==> src/rtl/cla_pkg.sv <==
// Shared definitions for the multi-word sequential adder wrapper.
//   WORD_W      : width of one word handled by the external adder stage
//   DEF_NWORDS  : default number of words per operand
//   DEF_ADD_LAT : default latency of the registered adder stage
//   state_t     : sequencer state encoding
package cla_pkg;

    localparam int WORD_W      = 32;
    localparam int DEF_NWORDS  = 4;
    localparam int DEF_ADD_LAT = 2;

    typedef enum logic [1:0] {
        ST_IDLE = 2'd0,
        ST_WAIT = 2'd1,
        ST_DONE = 2'd2
    } state_t;

endpackage

==> src/rtl/cla_mw_seq.sv <==
// Word-serial wide adder sequencer. Splits a W = 32*NWORDS bit addition into
// NWORDS 32-bit additions issued one at a time to an external registered
// adder stage, chaining the carry from each word into the next.
//
// Ports:
//   clock, reset          : single clock, synchronous active-high reset
//   in_valid / in_ready   : operand handshake (a, b, ci)
//   add_a, add_b, add_ci  : registered word issued to the adder stage
//   add_s, add_co         : registered sum/carry returned by the adder stage
//   out_valid / out_ready : result handshake (s, co)
module cla_mw_seq
    import cla_pkg::*;
#(
    parameter int NWORDS  = DEF_NWORDS,
    parameter int ADD_LAT = DEF_ADD_LAT
) (
    input  logic                     clock,
    input  logic                     reset,
    input  logic                     in_valid,
    output logic                     in_ready,
    input  logic [NWORDS*WORD_W-1:0] a,
    input  logic [NWORDS*WORD_W-1:0] b,
    input  logic                     ci,
    output logic [WORD_W-1:0]        add_a,
    output logic [WORD_W-1:0]        add_b,
    output logic                     add_ci,
    input  logic [WORD_W-1:0]        add_s,
    input  logic                     add_co,
    output logic                     out_valid,
    input  logic                     out_ready,
    output logic [NWORDS*WORD_W-1:0] s,
    output logic                     co
);

    localparam int IDX_W = (NWORDS > 1) ? $clog2(NWORDS) : 1;
    localparam int CNT_W = (ADD_LAT > 0) ? $clog2(ADD_LAT + 1) : 1;
    localparam logic [IDX_W-1:0] LAST_IDX = IDX_W'(NWORDS - 1);
    localparam logic [CNT_W-1:0] CNT_LOAD = CNT_W'(ADD_LAT);

    state_t                        state;
    logic [NWORDS-1:0][WORD_W-1:0] a_w, b_w;
    logic [NWORDS-1:0][WORD_W-1:0] a_q, b_q, s_q;
    logic [IDX_W-1:0]              idx, idx_nxt;
    logic [CNT_W-1:0]              cnt;

    assign a_w     = a;
    assign b_w     = b;
    assign s       = s_q;
    assign idx_nxt = idx + IDX_W'(1);

    // The counter is loaded with ADD_LAT on every issue edge and the word is
    // captured on the edge where it is already zero, giving ADD_LAT+1 edges
    // between issue and capture. A reset leaves stale words in the adder
    // pipeline; they drain before the reloaded counter expires.
    always_ff @(posedge clock) begin
        if (reset) begin
            state     <= ST_IDLE;
            in_ready  <= 1'b1;
            out_valid <= 1'b0;
            s_q       <= '0;
            co        <= 1'b0;
            add_a     <= '0;
            add_b     <= '0;
            add_ci    <= 1'b0;
            idx       <= '0;
            cnt       <= '0;
        end else begin
            case (state)
                ST_IDLE: begin
                    if (in_valid) begin
                        a_q      <= a_w;
                        b_q      <= b_w;
                        add_a    <= a_w[0];
                        add_b    <= b_w[0];
                        add_ci   <= ci;
                        idx      <= '0;
                        cnt      <= CNT_LOAD;
                        in_ready <= 1'b0;
                        state    <= ST_WAIT;
                    end
                end
                ST_WAIT: begin
                    if (cnt != '0) begin
                        cnt <= cnt - CNT_W'(1);
                    end else begin
                        s_q[idx] <= add_s;
                        if (idx == LAST_IDX) begin
                            co        <= add_co;
                            out_valid <= 1'b1;
                            state     <= ST_DONE;
                        end else begin
                            // carry of word i becomes carry-in of word i+1
                            add_a  <= a_q[idx_nxt];
                            add_b  <= b_q[idx_nxt];
                            add_ci <= add_co;
                            idx    <= idx_nxt;
                            cnt    <= CNT_LOAD;
                        end
                    end
                end
                ST_DONE: begin
                    // in_ready rises only after this edge, so an in_valid
                    // coinciding with out_ready is taken no earlier than next edge
                    if (out_ready) begin
                        out_valid <= 1'b0;
                        in_ready  <= 1'b1;
                        state     <= ST_IDLE;
                    end
                end
                default: begin
                    out_valid <= 1'b0;
                    in_ready  <= 1'b1;
                    state     <= ST_IDLE;
                end
            endcase
        end
    end

endmodule

==> config.mk <==
export PLATFORM = sky130hd
export DESIGN_NAME = cla_mw_seq
export DESIGN_NICKNAME = d
export VERILOG_FILES = /design/src/rtl/cla_pkg.sv /design/src/rtl/cla_mw_seq.sv
export SDC_FILE = /design/constraint.sdc
export NUM_CORES = 1
export LEC_CHECK = 0
export BUFFER_PORTS_ARGS = -buffer_cell sky130_fd_sc_hd__buf_2
export CORE_MARGIN = 1.5
export CORE_UTILIZATION = 32
export CTS_CLUSTER_DIAMETER = 40
export DETAILED_ROUTE_END_ITERATION = 10
export GPL_TIMING_DRIVEN = 0
export SLEW_MARGIN = 20
export SYNTH_ARGS = -nofsm -noshare
export SYNTH_HDL_FRONTEND = slang
export SYNTH_SLANG_ARGS = --single-unit
export TNS_END_PERCENT = 50
==> constraint.sdc <==
create_clock -name clock -period 29.4 [get_ports clock]
set_clock_uncertainty 0.15 [all_clocks]
set_input_delay 5.88 -clock clock [delete_from_list [all_inputs] [get_ports clock]]
set_output_delay 5.88 -clock clock [all_outputs]
set_load 0.02 [all_outputs]
Yosys cells after proc, flatten, opt, wreduce, memory -nomap -nowiden
Index checks and enable logic that the tools add are counted.
{"block": "word_totals", "output_inout_bits": 196, "elab_cells": 90, "inputBits": 294, "register_bits": 458}
{"block": "classes", "n_addsub": 2, "bitwise_logic": 4, "order_cmp": 3, "n_reduce_logical": 12, "muxes": 39, "eq_ne": 9}
{"cell": "two-way mux 32 bit", "n": 9}
{"cell": "binary-select mux 32 bit (select 2 bit)", "n": 2}
{"cell": "bitwise mux 128 bit", "n": 1}
{"cell": "case mux 32 bit (2 select lines)", "n": 2}
{"cell": "demux 32 bit (select 2 bit)", "n": 1}
{"cell": "two-way mux 2 bit", "n": 10}
{"cell": "AND reduction 3 bit", "n": 4}
{"cell": "AND reduction 4 bit", "n": 3}
{"cell": "!= test 2 bit (second input constant)", "n": 5}
{"cell": "two-way mux 1 bit", "n": 8}
{"cell": "case mux 2 bit (2 select lines)", "n": 2}
{"cell": "less-than comparator 2 x 3 -> 1 bit (second input constant)", "n": 2}
{"cell": "case mux 1 bit (3 select lines)", "n": 2}
{"cell": "case mux 2 bit (3 select lines)", "n": 1}
{"cell": "equality test 2 bit (second input constant)", "n": 2}
{"cell": "NOT 1 bit", "n": 4}
{"cell": "nonzero test 2 bit", "n": 2}
{"cell": "!= test 3 bit (second input constant)", "n": 1}
{"cell": "adder 2 x 1 -> 2 bit (second input constant)", "n": 1}
{"cell": "equality test 2 x 1 -> 1 bit (second input constant)", "n": 1}
{"cell": ">= comparator 2 x 1 -> 1 bit (second input constant)", "n": 1}
{"cell": "zero test 2 bit", "n": 1}
{"cell": "case mux 1 bit (2 select lines)", "n": 1}
{"cell": "AND reduction 2 bit", "n": 1}
{"cell": "other kinds (2)", "n": 2}

Depth between registers and ports, before layout
{"block": "depth", "word_depth": 6, "depth_mapped": 9}

Least setup slack after synthesis
No wires, ideal clock.
{"block": "synth_path", "path_kind": "in2reg", "start": "in reset", "end": "reg a_q[0] in the netlist's numbering (enable)", "t_arrival_ns": 23.807, "cell_stages": 4, "path_slack_ns": 4.257, "path_buffers": 3, "path_cell_list": "clkbuf_1 -> clkbuf_1 -> clkbuf_1 -> nor3_1"}
{"block": "synth_between", "elab_chain_cells": 2}
{"item": "start: declaration", "line": "cla_mw_seq.sv:18", "text": "input logic reset,"}
{"item": "NOT 1 bit (no line)"}
{"item": "AND reduction 3 bit (no line)"}
{"item": "end signal: assignment", "line": "cla_mw_seq.sv:71", "text": "a_q <= a_w;"}
{"item": "end: declaration", "line": "cla_mw_seq.sv:42", "text": "logic [NWORDS-1:0][WORD_W-1:0] a_q, b_q, s_q;"}
Every way passes these cells.
A chain may end at the register's enable or synchronous reset.

Final worst setup path
{"block": "layout_path", "start": "in reset", "end": "reg b_q[115] in the netlist's numbering (enable)"}
{"block": "layout_between", "elab_chain_cells": 2}
{"item": "NOT 1 bit (no line)"}
{"item": "AND reduction 3 bit (no line)"}
{"item": "end signal: assignment", "line": "cla_mw_seq.sv:72", "text": "b_q <= b_w;"}
{"item": "end: declaration", "line": "cla_mw_seq.sv:42"}
Every way passes these cells.

==> metrics.yaml <==
slew_viol_final: 0
cts_tree: "done"
path_cells: "clkbuf_1, clkbuf_1, clkbuf_1, nor3_2, buf_4, buf_6, buf_4, buf_6, buf_4, buf_4, buf_4"
nets: 2297
cp-start-kind: "input port"
cp-end-kind: "register"
reg2regPathDepth: 10
cts_buffer_depth: 3
start_util: 0.323
die_h_um: 239
startpoint: "reset"
finalCriticalPeriod_ps: 8780
grt.total_usage: 0.199
ys_top_cells_by_area: "edfxtp_1 (43%), dfxtp_1 (23%), nand2_1 (5.4%)"
synth_warnings: 0
reg2reg_slack_ps: 26060
synth_most_common_cell: "nand2_1"
clk_latency_ps: 600
antenna_left: 0
vias: 13800
vdd_ir_drop_max_mv: 0.0448
ys.flop_type: "edfxtp_1"
crit_slowest_cell: "nor3_2"
yosysUniqueCellTypes: 42
root_buffer: "clkbuf_16"
cts_hold_buf: 0
wire_per_inst_um: 20.7
hold_path.class: "register to register"
reg2reg_from: "state[0]$_SDFFE_PP0P_"
cellLeakagePower_nw: 9.27
fin_crit_sh: 0.299
overflow: 0
maxCapViolCount: 0
initialDrtViolationCount: 720
setup-violations-final: 0
dieWidth_um: 239
yosysTopAreaCell: "edfxtp_1"
p_per_area_nw_per_um2: 73.4
cp_common_cell: "buf_4"
slew_headroom: 0.334
first_pass_iters: 5
synthCells: 1406
grt_antenna_before_repair: 14
finalHoldViolCount: 0
cts_setup_buffers: 0
synth_area_um2: 17800
critical_path.max_stage_delay_ps: 490
timing.hold.ws_ps: 297
reg2reg_to: "b_q[115]$_DFFE_PP_"
dieArea_um2: 57000
ys_seq_elements: 458
grt_pass1_wl_mm: 85.0
portBuffers: 488
avgSynthCellArea_um2: 12.6
gp_congestion: 0.843
dp_cells: 2670
coreArea_um2: 55000
dp_hpwl_mm: 42.8
async_reset_ff_frac: 0
totalWireLength_mm: 58.1
status: "completed"
final_cells: 2811
cp_max_fo: 12
hold_start: "s[60]$_SDFFE_PP0P_"
area_delta_synth_final_pct: 34.4
drcViolationCount: 0
ys_seq_area_frac: 0.660
tns_ps: 0
grt_pass1_vias: 14000
tightest_slew_ps: 999
path_class: "input port to register"
syn-num-nets: 1707
htreeDepth: 3
synthTopCellsByCount: "nand2_1 (258), edfxtp_1 (256), dfxtp_1 (202), a21oi_1 (135), nor3_1 (67)"
cts_buffers: 72
cts_sinks: 458
ioPinCount: 490
synth.top_cell.area_share: 0.432
rsz0062_at_grt: "no"
holdPathEnd: "s[60]$_SDFFE_PP0P_"
synth_edf_count: 256
cts.clk_slew.worst_paths_ps: 50
cts-resized-gates: 0
crit_arrival_ps: 8920
drive_gt1_frac: 0.405
via_per_inst: 4.89
grt_max_degree: 14
rows: 86
fmax_mhz: 114
crit_required_ps: 29550
holdPathStages: 2
[sequential cells by signal (all words and copies together) (netlist names)]
register and flops:
a_q 128, add_a 32, add_b 32, add_ci 1, b_q 128, cnt 2, co 1, idx 2
in_ready 1, out_valid 1, s 128, state 2
[routing by layer]
metal / vias to the layer above / part of all wire / GRT usage / wire [um]
met2: 508 / 0.49 / 0.339 / 28600
met1: 6699 / 0.41 / 0.239 / 23800
met3: 118 / 0.068 / 0.0535 / 3980
met4: 8 / 0.031 / 0.0781 / 1810
li1: 6422 / - / - / -
met5: - / 0.00067 / 0 / 39
[worst max-delay path by stage]
stage                     depth (start not counted)                  to  slack, ps
after global placement                            4  b_q[112]$_DFFE_PP_      -3760
after detailed placement                         11  b_q[115]$_DFFE_PP_      19840
after floorplan                                   4    a_q[0]$_DFFE_PP_       4260
final                                            11  b_q[115]$_DFFE_PP_      20620
after global routing                             11  b_q[115]$_DFFE_PP_      20370
after CTS                                        11   b_q[83]$_DFFE_PP_      20510
[cell type report]
cell class | instances | area, um^2
diodes | 10 | 25.0
fillers | 5166 | 31100
flip-flops and latches | 458 | 11700
clock buffers | 81 | 1880
inverters | 5 | 18.8
multi-input cells | 823 | 5350
well taps | 748 | 936
plain buffers | 120 | 687
repair buffers | 516 | 2670
clock inverters | 50 | 604
[layout by cell type (no fill, tap or decap), types with 3 or more instances in the layout]
cell,n
ha_1,7
buf_2,546
clkbuf_8,4
edfxtp_1,256
buf_12,4
nor2_1,3
clkinvlp_4,3
buf_4,36
buf_6,10
o21ai_1,8
a21oi_1,135
diode_2,10
nor3_1,66
o21ai_0,59
clkinv_4,4
nand2_1,258
mux2_1,63
clkbuf_1,42
a311oi_1,64
dfxtp_1,202
inv_6,22
and4b_1,4
a22oi_2,40
bufinv_16,8
nand4b_1,4
inv_1,3
a22oi_1,24
mux2_2,65
clkinv_2,7
clkbuf_16,72
[critical path, delay by kind of cell]
family,cells,cell delay (ps)
buffers and inverters,10,2530
AND/OR/NAND/NOR,1,490
[report_power, final]
part	internal [mW]	total, mW	switching [mW]
combinational	0.0645	0.166	0.101
clock	0.543	0.870	0.327
sequential	0.707	0.719	0.0112
total	1.31	1.75	0.440
[cell families after synthesis]
| logic type | Yosys count | share of synthesized area |
|---|---|---|
| AO/OA/AOI/OAI | 334 | 0.128 |
| AND/OR/NAND/NOR | 352 | 0.0849 |
| adder cells (fa/ha/maj) | 7 | 0.00493 |
| multiplexers | 130 | 0.0822 |
| flip-flops | 458 | 0.660 |
| buffers and inverters | 125 | 0.0396 |
[stage by stage]
stage	worst slack [ps]	instance area [um^2]	util	power, mW
2_1_floorplan	4260	17800	-	0.831
3_3_place_gp	-3760	21200	0.385	0.905
3_5_place_dp	19840	21400	0.389	0.899
4_1_cts	20510	23900	0.434	1.77
5_1_grt	20370	23900	0.435	1.81
6_report	20620	23900	0.435	1.75
Note: power is estimated with default switching activity, not from simulation.
